### config.mk
export PLATFORM = sky130hd
export DESIGN_NAME = bp_ball_engine
export DESIGN_NICKNAME = d
export VERILOG_FILES = /design/src/rtl/bp_ball_engine.sv
export SDC_FILE = /design/constraint.sdc
export NUM_CORES = 1
export LEC_CHECK = 0
export ABC_AREA = 1
export BUFFER_PORTS_ARGS = -buffer_cell sky130_fd_sc_hd__buf_2
export CORE_MARGIN = 4
export CORE_UTILIZATION = 55
export CTS_CLUSTER_DIAMETER = 80
export DETAILED_ROUTE_END_ITERATION = 8
export PLACE_DENSITY = 0.77
export SLEW_MARGIN = 10
export SYNTH_ARGS = -nofsm -noshare
export SYNTH_HDL_FRONTEND = slang
export SYNTH_SLANG_ARGS = --single-unit
### constraint.sdc
create_clock -name clock -period 4.9 [get_ports clock]
set_input_delay 0.245 -clock clock [delete_from_list [all_inputs] [get_ports clock]]
set_output_delay 0.245 -clock clock [all_outputs]
set_load 0.05 [all_outputs]
### src/rtl/bp_ball_engine.sv
// Pong game-logic stage: advances the ball once per game tick, bounces it off
// the walls and paddles, detects goals, and sequences serve/play/game-over.
module bp_ball_engine #(
  parameter int unsigned FIELD_W     = 320,
  parameter int unsigned FIELD_H     = 240,
  parameter int unsigned FIELD_THICK = 4,
  parameter int unsigned PADDLE_W    = 4,
  parameter int unsigned PADDLE_H    = 32,
  parameter int unsigned BALL_SIZE   = 4,
  parameter int unsigned MAX_SCORE   = 10,
  parameter int unsigned SERVE_DELAY = 60
) (
  input  logic       clock,
  input  logic       reset,
  input  logic       tick,
  input  logic       start,
  input  logic [3:0] ball_speed,
  input  logic [9:0] p1_paddle_x,
  input  logic [8:0] p1_paddle_y,
  input  logic [9:0] p2_paddle_x,
  input  logic [8:0] p2_paddle_y,
  output logic [9:0] ball_x,
  output logic [8:0] ball_y,
  output logic [3:0] p1_score,
  output logic [3:0] p2_score,
  output logic       hit,
  output logic       wall,
  output logic       scored,
  output logic       game_over
);

  localparam int unsigned CX    = (FIELD_W - BALL_SIZE) / 2;
  localparam int unsigned CY    = (FIELD_H - BALL_SIZE) / 2;
  localparam int unsigned YMIN  = FIELD_THICK;
  localparam int unsigned YMAX  = FIELD_H - FIELD_THICK - BALL_SIZE - 1;
  localparam int unsigned XMAX  = FIELD_W - BALL_SIZE;
  localparam int unsigned CNT_W = $clog2(SERVE_DELAY + 1);

  // Signed 11-bit copies of the geometry so all motion math stays signed.
  localparam logic signed [10:0] YMIN_S = 11'(YMIN);
  localparam logic signed [10:0] YMAX_S = 11'(YMAX);
  localparam logic signed [10:0] XMAX_S = 11'(XMAX);
  localparam logic signed [10:0] PW_S   = 11'(PADDLE_W);
  localparam logic signed [10:0] PH_S   = 11'(PADDLE_H);
  localparam logic signed [10:0] BS_S   = 11'(BALL_SIZE);
  localparam logic signed [10:0] HALF_S = 11'(BALL_SIZE / 2);
  localparam logic signed [10:0] ZQ_S   = 11'(PADDLE_H / 4);
  localparam logic signed [10:0] ZERO_S = 11'd0;

  typedef enum logic [1:0] {S_IDLE, S_SERVE, S_PLAY, S_OVER} state_t;

  state_t            state_q, state_d;
  logic [9:0]        x_q, x_d;
  logic [8:0]        y_q, y_d;
  logic              vx_neg_q, vx_neg_d;
  logic signed [2:0] vy_q, vy_d;
  logic [3:0]        spd_q, spd_d;
  logic [CNT_W-1:0]  cnt_q, cnt_d;
  logic [3:0]        p1_q, p1_d, p2_q, p2_d;
  logic              hit_q, hit_d, wall_q, wall_d, scored_q, scored_d, over_q, over_d;

  // Motion results for one play tick.
  logic signed [10:0] y_s, x_s, spd_s, vy_s, ny, nx;
  logic signed [10:0] p1y_s, p2y_s, face1, face2, off1, off2;
  logic               ov1, ov2;
  logic [9:0]         mv_x;
  logic [8:0]         mv_y;
  logic               mv_vx_neg, mv_hit, mv_wall, goal_p1, goal_p2;
  logic signed [2:0]  vy_base, mv_vy;

  // Vertical speed chosen by where the ball struck the paddle face.
  function automatic logic signed [2:0] zone_vy(input logic signed [10:0] off);
    if (off < ZQ_S)               return -3'sd2;
    else if (off < 11'(2 * ZQ_S)) return -3'sd1;
    else if (off < 11'(3 * ZQ_S)) return 3'sd1;
    else                          return 3'sd2;
  endfunction

  function automatic logic signed [2:0] abs3(input logic signed [2:0] v);
    return v[2] ? 3'(-v) : v;
  endfunction

  // Candidate ball motion: paddle contact, goal detection and wall clamp.
  always_comb begin
    y_s       = $signed({2'b00, y_q});
    x_s       = $signed({1'b0, x_q});
    spd_s     = $signed({7'd0, spd_q});
    vy_s      = {{8{vy_q[2]}}, vy_q};
    ny        = y_s + vy_s;
    nx        = vx_neg_q ? (x_s - spd_s) : (x_s + spd_s);
    p1y_s     = $signed({2'b00, p1_paddle_y});
    p2y_s     = $signed({2'b00, p2_paddle_y});
    face1     = $signed({1'b0, p1_paddle_x}) + PW_S;
    face2     = $signed({1'b0, p2_paddle_x}) - BS_S;
    ov1       = ((y_s + BS_S) > p1y_s) && (y_s < (p1y_s + PH_S));
    ov2       = ((y_s + BS_S) > p2y_s) && (y_s < (p2y_s + PH_S));
    off1      = y_s + HALF_S - p1y_s;
    off2      = y_s + HALF_S - p2y_s;
    mv_x      = x_q;
    mv_vx_neg = vx_neg_q;
    mv_hit    = 1'b0;
    goal_p1   = 1'b0;
    goal_p2   = 1'b0;
    vy_base   = vy_q;
    if (vx_neg_q) begin
      if ((nx <= face1) && ov1) begin
        mv_x      = face1[9:0];
        mv_vx_neg = 1'b0;
        mv_hit    = 1'b1;
        vy_base   = zone_vy(off1);
      end else if (nx <= ZERO_S) begin
        goal_p2 = 1'b1;
      end else begin
        mv_x = nx[9:0];
      end
    end else begin
      if ((nx >= face2) && ov2) begin
        mv_x      = face2[9:0];
        mv_vx_neg = 1'b1;
        mv_hit    = 1'b1;
        vy_base   = zone_vy(off2);
      end else if (nx >= XMAX_S) begin
        goal_p1 = 1'b1;
      end else begin
        mv_x = nx[9:0];
      end
    end
    mv_wall = 1'b0;
    mv_y    = ny[8:0];
    mv_vy   = vy_base;
    if (ny <= YMIN_S) begin
      mv_y    = 9'(YMIN);
      mv_vy   = abs3(vy_base);
      mv_wall = 1'b1;
    end else if (ny >= YMAX_S) begin
      mv_y    = 9'(YMAX);
      mv_vy   = 3'(-abs3(vy_base));
      mv_wall = 1'b1;
    end
  end

  // Next-state and output logic; start overrides everything, else act on tick.
  always_comb begin
    state_d  = state_q;
    x_d      = x_q;
    y_d      = y_q;
    vx_neg_d = vx_neg_q;
    vy_d     = vy_q;
    spd_d    = spd_q;
    cnt_d    = cnt_q;
    p1_d     = p1_q;
    p2_d     = p2_q;
    hit_d    = 1'b0;
    wall_d   = 1'b0;
    scored_d = 1'b0;
    if (start) begin
      p1_d     = 4'd0;
      p2_d     = 4'd0;
      x_d      = 10'(CX);
      y_d      = 9'(CY);
      vx_neg_d = 1'b0;
      vy_d     = 3'sd1;
      cnt_d    = '0;
      state_d  = S_SERVE;
    end else if (tick) begin
      case (state_q)
        S_SERVE: begin
          if (cnt_q == CNT_W'(SERVE_DELAY - 1)) begin
            cnt_d   = '0;
            spd_d   = (ball_speed == 4'd0) ? 4'd2 : ball_speed;
            state_d = S_PLAY;
          end else begin
            cnt_d = cnt_q + CNT_W'(1);
          end
        end
        S_PLAY: begin
          x_d      = mv_x;
          y_d      = mv_y;
          vx_neg_d = mv_vx_neg;
          vy_d     = mv_vy;
          hit_d    = mv_hit;
          wall_d   = mv_wall;
          if (goal_p1 || goal_p2) begin
            scored_d = 1'b1;
            x_d      = 10'(CX);
            y_d      = 9'(CY);
            vy_d     = 3'sd1;
            vx_neg_d = goal_p2;
            cnt_d    = '0;
            if (goal_p1) begin
              p1_d    = (p1_q == 4'(MAX_SCORE)) ? p1_q : p1_q + 4'd1;
              state_d = (p1_d == 4'(MAX_SCORE)) ? S_OVER : S_SERVE;
            end else begin
              p2_d    = (p2_q == 4'(MAX_SCORE)) ? p2_q : p2_q + 4'd1;
              state_d = (p2_d == 4'(MAX_SCORE)) ? S_OVER : S_SERVE;
            end
          end
        end
        default: ;
      endcase
    end
    over_d = (state_d == S_OVER);
  end

  // State and output registers with asynchronous reset to the idle centre.
  always_ff @(posedge clock or posedge reset) begin
    if (reset) begin
      state_q  <= S_IDLE;
      x_q      <= 10'(CX);
      y_q      <= 9'(CY);
      vx_neg_q <= 1'b0;
      vy_q     <= 3'sd1;
      spd_q    <= 4'd2;
      cnt_q    <= '0;
      p1_q     <= 4'd0;
      p2_q     <= 4'd0;
      hit_q    <= 1'b0;
      wall_q   <= 1'b0;
      scored_q <= 1'b0;
      over_q   <= 1'b0;
    end else begin
      state_q  <= state_d;
      x_q      <= x_d;
      y_q      <= y_d;
      vx_neg_q <= vx_neg_d;
      vy_q     <= vy_d;
      spd_q    <= spd_d;
      cnt_q    <= cnt_d;
      p1_q     <= p1_d;
      p2_q     <= p2_d;
      hit_q    <= hit_d;
      wall_q   <= wall_d;
      scored_q <= scored_d;
      over_q   <= over_d;
    end
  end

  assign ball_x    = x_q;
  assign ball_y    = y_q;
  assign p1_score  = p1_q;
  assign p2_score  = p2_q;
  assign hit       = hit_q;
  assign wall      = wall_q;
  assign scored    = scored_q;
  assign game_over = over_q;

endmodule

# Yosys cells after proc, flatten, opt, wreduce, memory -nomap -nowiden
# Index checks and enable logic that the tools add are counted.
[totals] regBits=47 latch_bits=0 ram_bits=0 mem_bits_ro=0 out_inout_bits=31 n_memories=0
[op_classes] n_addsub=16 n_mul=0 div=0 magnitude_cmp=16 n_eq_ne=12 shift=0 mux=85 bitwise=1 n_reduce_logical=17
[op_table] op="10-bit two-way mux" n=9
[op_table] op="9-bit two-way mux" n=6
[op_table] op="4-bit two-way mux" n=13
[op_table] op="11-bit by 6-bit less-than comparator with 1-bit output, second input constant" n=4
[op_table] op="3-bit two-way mux" n=14
[op_table] op="1-bit two-way mux" n=27
[op_table] op="6-bit two-way mux" n=4
[op_table] op="11-bit by 5-bit less-than comparator with 1-bit output, second input constant" n=2
[op_table] op="9-bit by 6-bit adder with 10-bit output, second input constant" n=2
[op_table] op="9-bit by 10-bit less-than comparator with 1-bit output" n=2
[op_table] op="2-bit two-way mux" n=9
[op_table] op="4-bit equality test, second input constant" n=4
[op_table] op="4-bit AND reduction" n=4
[op_table] op="6-bit case mux with 2 select lines" n=1
[op_table] op="10-bit by 3-bit adder with 11-bit output" n=1
[op_table] op="10-bit by 3-bit adder with 11-bit output, second input constant" n=1
[op_table] op="10-bit by 4-bit adder with 11-bit output" n=1
[op_table] op="11-bit by 10-bit greater-or-equal comparator with 1-bit output, second input constant" n=1
[op_table] op="11-bit greater-or-equal comparator" n=1
[op_table] op="11-bit by 9-bit greater-or-equal comparator with 1-bit output, second input constant" n=1
[op_table] op="11-bit by 10-bit > comparator with 1-bit output" n=1
[op_table] op="11-bit by 1-bit less-or-equal comparator with 1-bit output, second input constant" n=1
[op_table] op="11-bit less-or-equal comparator" n=1
[op_table] op="11-bit by 4-bit less-or-equal comparator with 1-bit output, second input constant" n=1
[op_table] op="26 further kinds" n=36

# Longest topological paths before layout
[depth] depth_word=17 mapped_depth=38 depth_no_buf=38

# Worst setup path after synthesis
# Ideal clock, no wire load.
[synth_timing] kind="reg2reg" from="register spd_q[1]" to="register vy_q[1]" t_arrival_ns=4.450 required_ns=4.782 slack_ns=0.333 path_stages_with_launch=36 path_buffers=0 period_less_slack_ns=4.567 path_cell_list="dfstp_2 > inv_1 > ha_1 > or2_2 > a22oi_1 > ha_1 > nand2_1 > nor2_1 > nand2_1 > nand3_2 > nand3_1 > nand2_1 > a21oi_1 > nor2_1 > nor2_1 > xnor2_1 > ha_1 > nand2_1 > nor2_1 > a211oi_1 > nand3_1 > nand3_2 > nand2_2 > nor2_2 > nand2_1 > nand3_1 > inv_1 > ha_1 > inv_1 > nand3_1 > nand2_1 > nand2_1 > nand3_1 > nand2_1 > nand2_1 > nand2_1"
[synth_between] elab_chain_cells=15 word_cells_on_any_way=28 classes_between="4 x add/sub; 4 x order compare; 17 x mux; 3 x reduce/logical"
[synth_lines] element="start: declaration" line_no="57" rtl="logic [3:0] spd_q, spd_d;"
[synth_lines] element="start signal: assignment" line_no="227" rtl="spd_q <= spd_d;"
[synth_lines] element="10-bit by 4-bit adder with 11-bit output / 10-bit by 4-bit subtractor with 11-bit output (equally long branches)" line_no="90" rtl="nx = vx_neg_q ? (x_s - spd_s) : (x_s + spd_s);"
[synth_lines] element="11-bit two-way mux (*)" line_no="90"
[synth_lines] element="11-bit greater-or-equal comparator / 11-bit less-or-equal comparator (equally long branches)" line_no="117, 106"
[synth_lines] element="1-bit logical AND (on tied branches)" line_no="117, 106"
[synth_lines] element="3-bit two-way mux (on tied branches)" line_no="117, 106"
[synth_lines] element="3-bit two-way mux" line_no="105" rtl="if (vx_neg_q) begin"
[synth_lines] element="3-bit negation" line_no="80" rtl="return v[2] ? 3'(-v) : v;"
[synth_lines] element="3-bit two-way mux" line_no="80"
[synth_lines] element="3-bit negation" line_no="137" rtl="mv_vy = 3'(-abs3(vy_base));"
[synth_lines] element="3-bit two-way mux" line_no="135" rtl="end else if (ny >= YMAX_S) begin"
[synth_lines] element="3-bit two-way mux" line_no="131" rtl="if (ny <= YMIN_S) begin"
[synth_lines] element="3-bit two-way mux (*)" line_no="183" rtl="if (goal_p1 || goal_p2) begin"
[synth_lines] element="3-bit two-way mux (*)" line_no="166" rtl="case (state_q)"
[synth_lines] element="3-bit two-way mux (*)" line_no="165" rtl="end else if (tick) begin"
[synth_lines] element="3-bit two-way mux (*)" line_no="156" rtl="if (start) begin"
[synth_lines] element="end signal: assignment" line_no="226" rtl="vy_q <= vy_d;"
[synth_lines] element="end: declaration" line_no="56" rtl="logic signed [2:0] vy_q, vy_d;"
# Every way passes the cells marked *; elsewhere a longest branch is shown, timed or not. The select of a mux whose other input is x is not followed.
# A chain may end at the register's enable or synchronous reset.

# Worst setup path after layout
# Same ends and word-level chain as after synthesis.

==> results_dict.tcl <==
set metrics [dict create \
    status "finished clean" \
    grt_first_pass_wirelength_um 28400 \
    ant_nets 0 \
    vias_per_cell 5.55 \
    rows 39 \
    cp.required_ns 5.08 \
    synth_top_area_cell "ha_1" \
    h-tree-depth 2 \
    r2r_start "spd_q[1]" \
    gp_congestion 0.949 \
    cap_viol_max_count 0 \
    dr.pass1.iters 5 \
    dieArea_sq_um 13700 \
    overflow 0 \
    relSlewSlack_pct 32.0 \
    clkTransAtPathRegs_ns 0.07 \
    crit_top_cell "nand2_1" \
    async_flop_share_pct 100 \
    drc 0 \
    timing.final.crit_share_pct 96.0 \
    worst_pin_slew_ns 1.02 \
    multiInputGateArea_sq_um 4920 \
    synth_edf_count 0 \
    tritoncts "yes" \
    ys_dominant_reg_cell "dfrtp_1" \
    num_vias 6653 \
    die_h_um 117 \
    p_leak_nw 3.91 \
    seqCellArea_sq_um 1190 \
    synth_area_sq_um 6550 \
    grtUsageTotal_pct 25.3 \
    cts_root_buf "clkbuf_16" \
    synth_nets 1111 \
    end_kind "flip-flop" \
    reg2reg_slack_ns 0.20 \
    worstSetupPathType "flip-flop to flip-flop" \
    hold_class "primary input to asynchronous set/reset pin" \
    fin_skew_ns 0.00765 \
    crit_path_end "vy_q[1]" \
    initial_core_util_pct 56.9 \
    whs_ns 0.204 \
    drtIter0Drc 462 \
    setup-tns-final_ns 0 \
    synth.top_cell.area_share_pct 19.9 \
    start_kind "flip-flop" \
    dp_hpwl_um 13800 \
    syn_avg_cell_area_sq_um 6.83 \
    synth_area_leaders "ha_1 (20%), dfrtp_1 (13%), nand2_1 (11%), inv_1 (8.9%), xor2_1 (5.9%)" \
    die_width_um 117 \
    nets 1206 \
    num-fill-cells 1066 \
    wl_per_cell_um 14.4 \
    final.min_clock_period_ns 4.70 \
    coreArea_sq_um 11500 \
    finalSetupViolations 0 \
    wl_um 17300 \
    diodes 0 \
    worstRegToRegCells 35 \
    fin_cells 1198 \
    ios 77 \
    antenna_found_initial 0 \
    slowest_stage "dfstp_2" \
    grt_max_degree 48 \
    ys_types 55 \
    finalPower_mw 4.83 \
    seq_area_frac_synth_pct 18.2 \
    worstPathArrival_ns 4.89 \
    crit_path_max_fanout 5 \
    clkLatencyLatePin_ns 0.29 \
    dp.cells 1182 \
    finalMaxSlewViolations 0 \
    clk_path_buf_depth 2 \
    yosysWarnings 0 \
    cts_hold_buf 0 \
    fmax_mhz 213 \
    synth_cells 959 \
    power_density_nw_per_um2 640 \
    area_growth_pct 15.2 \
    port_buffers 76 \
    final_layout_size_suffix_gt1_share_pct 18.1 \
    ir_worst_vdd_v 0.000445 \
    grt_pass1_vias 6305 \
    cts_buffers 5 \
    r2r_end "vy_q[1]" \
    max_stage_delay_ns 0.58 \
    synth_seq_cells 47 \
    hold_viol 0 \
    clock_sink_count 47 \
    critPathLaunch "spd_q[1]" \
]
## metal layers
metal,global-route usage (%),wire length (um),vias to the layer above,part of all wire [%]
met5,0,0,-,0
met2,43.2,8250,173,48
met1,34.9,8000,3054,46
li1,-,-,3404,-
met4,5.05,193,0,1.1
met3,2.42,863,22,5.0
## state kept, by name (all words and copies together), names as in the netlist
register and count:
game_over 1, wall 1, cnt_q 6, scored 1, vy_q 3, p2_score 4, vx_neg_q 1, p1_score 4
ball_y 9, spd_q 4, ball_x 10, hit 1, state_q 2
## layout by cell type (no fill, tap or decap), types with 5 or more instances in the layout
master,n
o21ai_1,13
buf_4,15
xor2_1,44
nor3_2,5
a21oi_1,53
dfrtp_1,34
nor2_1,74
o21bai_1,5
o211ai_1,6
o21ai_0,48
nand2_1,184
nand3b_1,10
nand3_2,8
xnor2_1,6
inv_1,149
ha_1,99
nand2_2,18
buf_2,76
o22ai_1,6
clkbuf_16,5
nand4_1,22
nand3_1,58
nor3_1,15
inv_2,9
o21a_1,5
dfstp_2,12
## cell type report
cell class                      instances  area share, %
Tap cell                              143           2.37
Clock buffer                            6           1.71
Multi-Input combinational cell        747           65.2
Timing Repair Buffer                   92           6.68
Sequential cell                        47           15.8
Clock inverter                          2          0.182
Inverter                              161           8.04
## kinds of logic (layout without fill, tap and decap cells)
family / Yosys count / after routing / synth area share (%)
AO/OA/AOI/OAI: 170 / 170 / 15.4
AND/OR/NAND/NOR: 416 / 416 / 28.9
adder cells (fa/ha/maj): 106 / 106 / 20.5
multiplexers: 4 / 4 / 0.687
buffers and inverters: 165 / 261 / 9.59
XOR/XNOR: 51 / 51 / 6.82
flip-flops: 47 / 47 / 18.2
## how the worst min path moves through the flow
stage	to	depth (start not counted)
after global routing	spd_q[0]	3
after global placement	spd_q[1]	2
after CTS	spd_q[0]	2
after detailed placement	cnt_q[1]	2
after floorplan	spd_q[0]	2
final	spd_q[0]	2
## power by group
group          internal (mW)  switching, mW  total [mW]
Combinational           1.38           2.43        3.80
Sequential             0.514          0.170       0.684
Clock                  0.190          0.150       0.340
## synthesized netlist by cell type (3+ instances only)
library cell  instances
dfstp_2              12
inv_2                 3
o211ai_1              6
xnor2_1               7
nor3_1               17
nand2_1             192
o21ai_0              50
o21ai_1              11
o22ai_1               6
a31oi_1               3
ha_1                104
nand4_1              22
o21bai_1              5
nor3_2                3
nand3b_1             10
nor2_2                3
or2_2                 5
o21a_1                5
inv_1               156
a21oi_1              58
nand2_2              11
dfrtp_1              35
nand3_1              63
a211oi_1              4
xor2_1               44
o2111ai_1             4
nor2_1               76
mux2_2                4
nand3_2               3
## what timing repair did
item / in CTS / in global routing
gates resized for setup: 0 / 49
setup buffers: 0 / 8
setup endpoints to repair: 0 / 32
## through the flow
step / instance area, sq um / util, % / setup slack [ns]
floorplan: 6550 / - / 0.333
global placement: 7150 / 62.1 / 0.200
detailed placement: 7150 / 62.1 / 0.0496
CTS: 7290 / 63.3 / 0.00888
global route: 7550 / 65.5 / -0.155
finish: 7550 / 65.5 / 0.196
## critical path: cells and delay by family, from the launching register on
family / cells / cell delay [ns]
xor gates and xnor gates: 1 / 0.12
and+or+nand+nor: 26 / 2.33
adders and majority gates: 4 / 1.15
DFF: 1 / 0.58
AOI/OAI and AO/OA: 2 / 0.29
buffers and inverters: 2 / 0.10
Note: power is estimated with default switching activity, not from simulation.
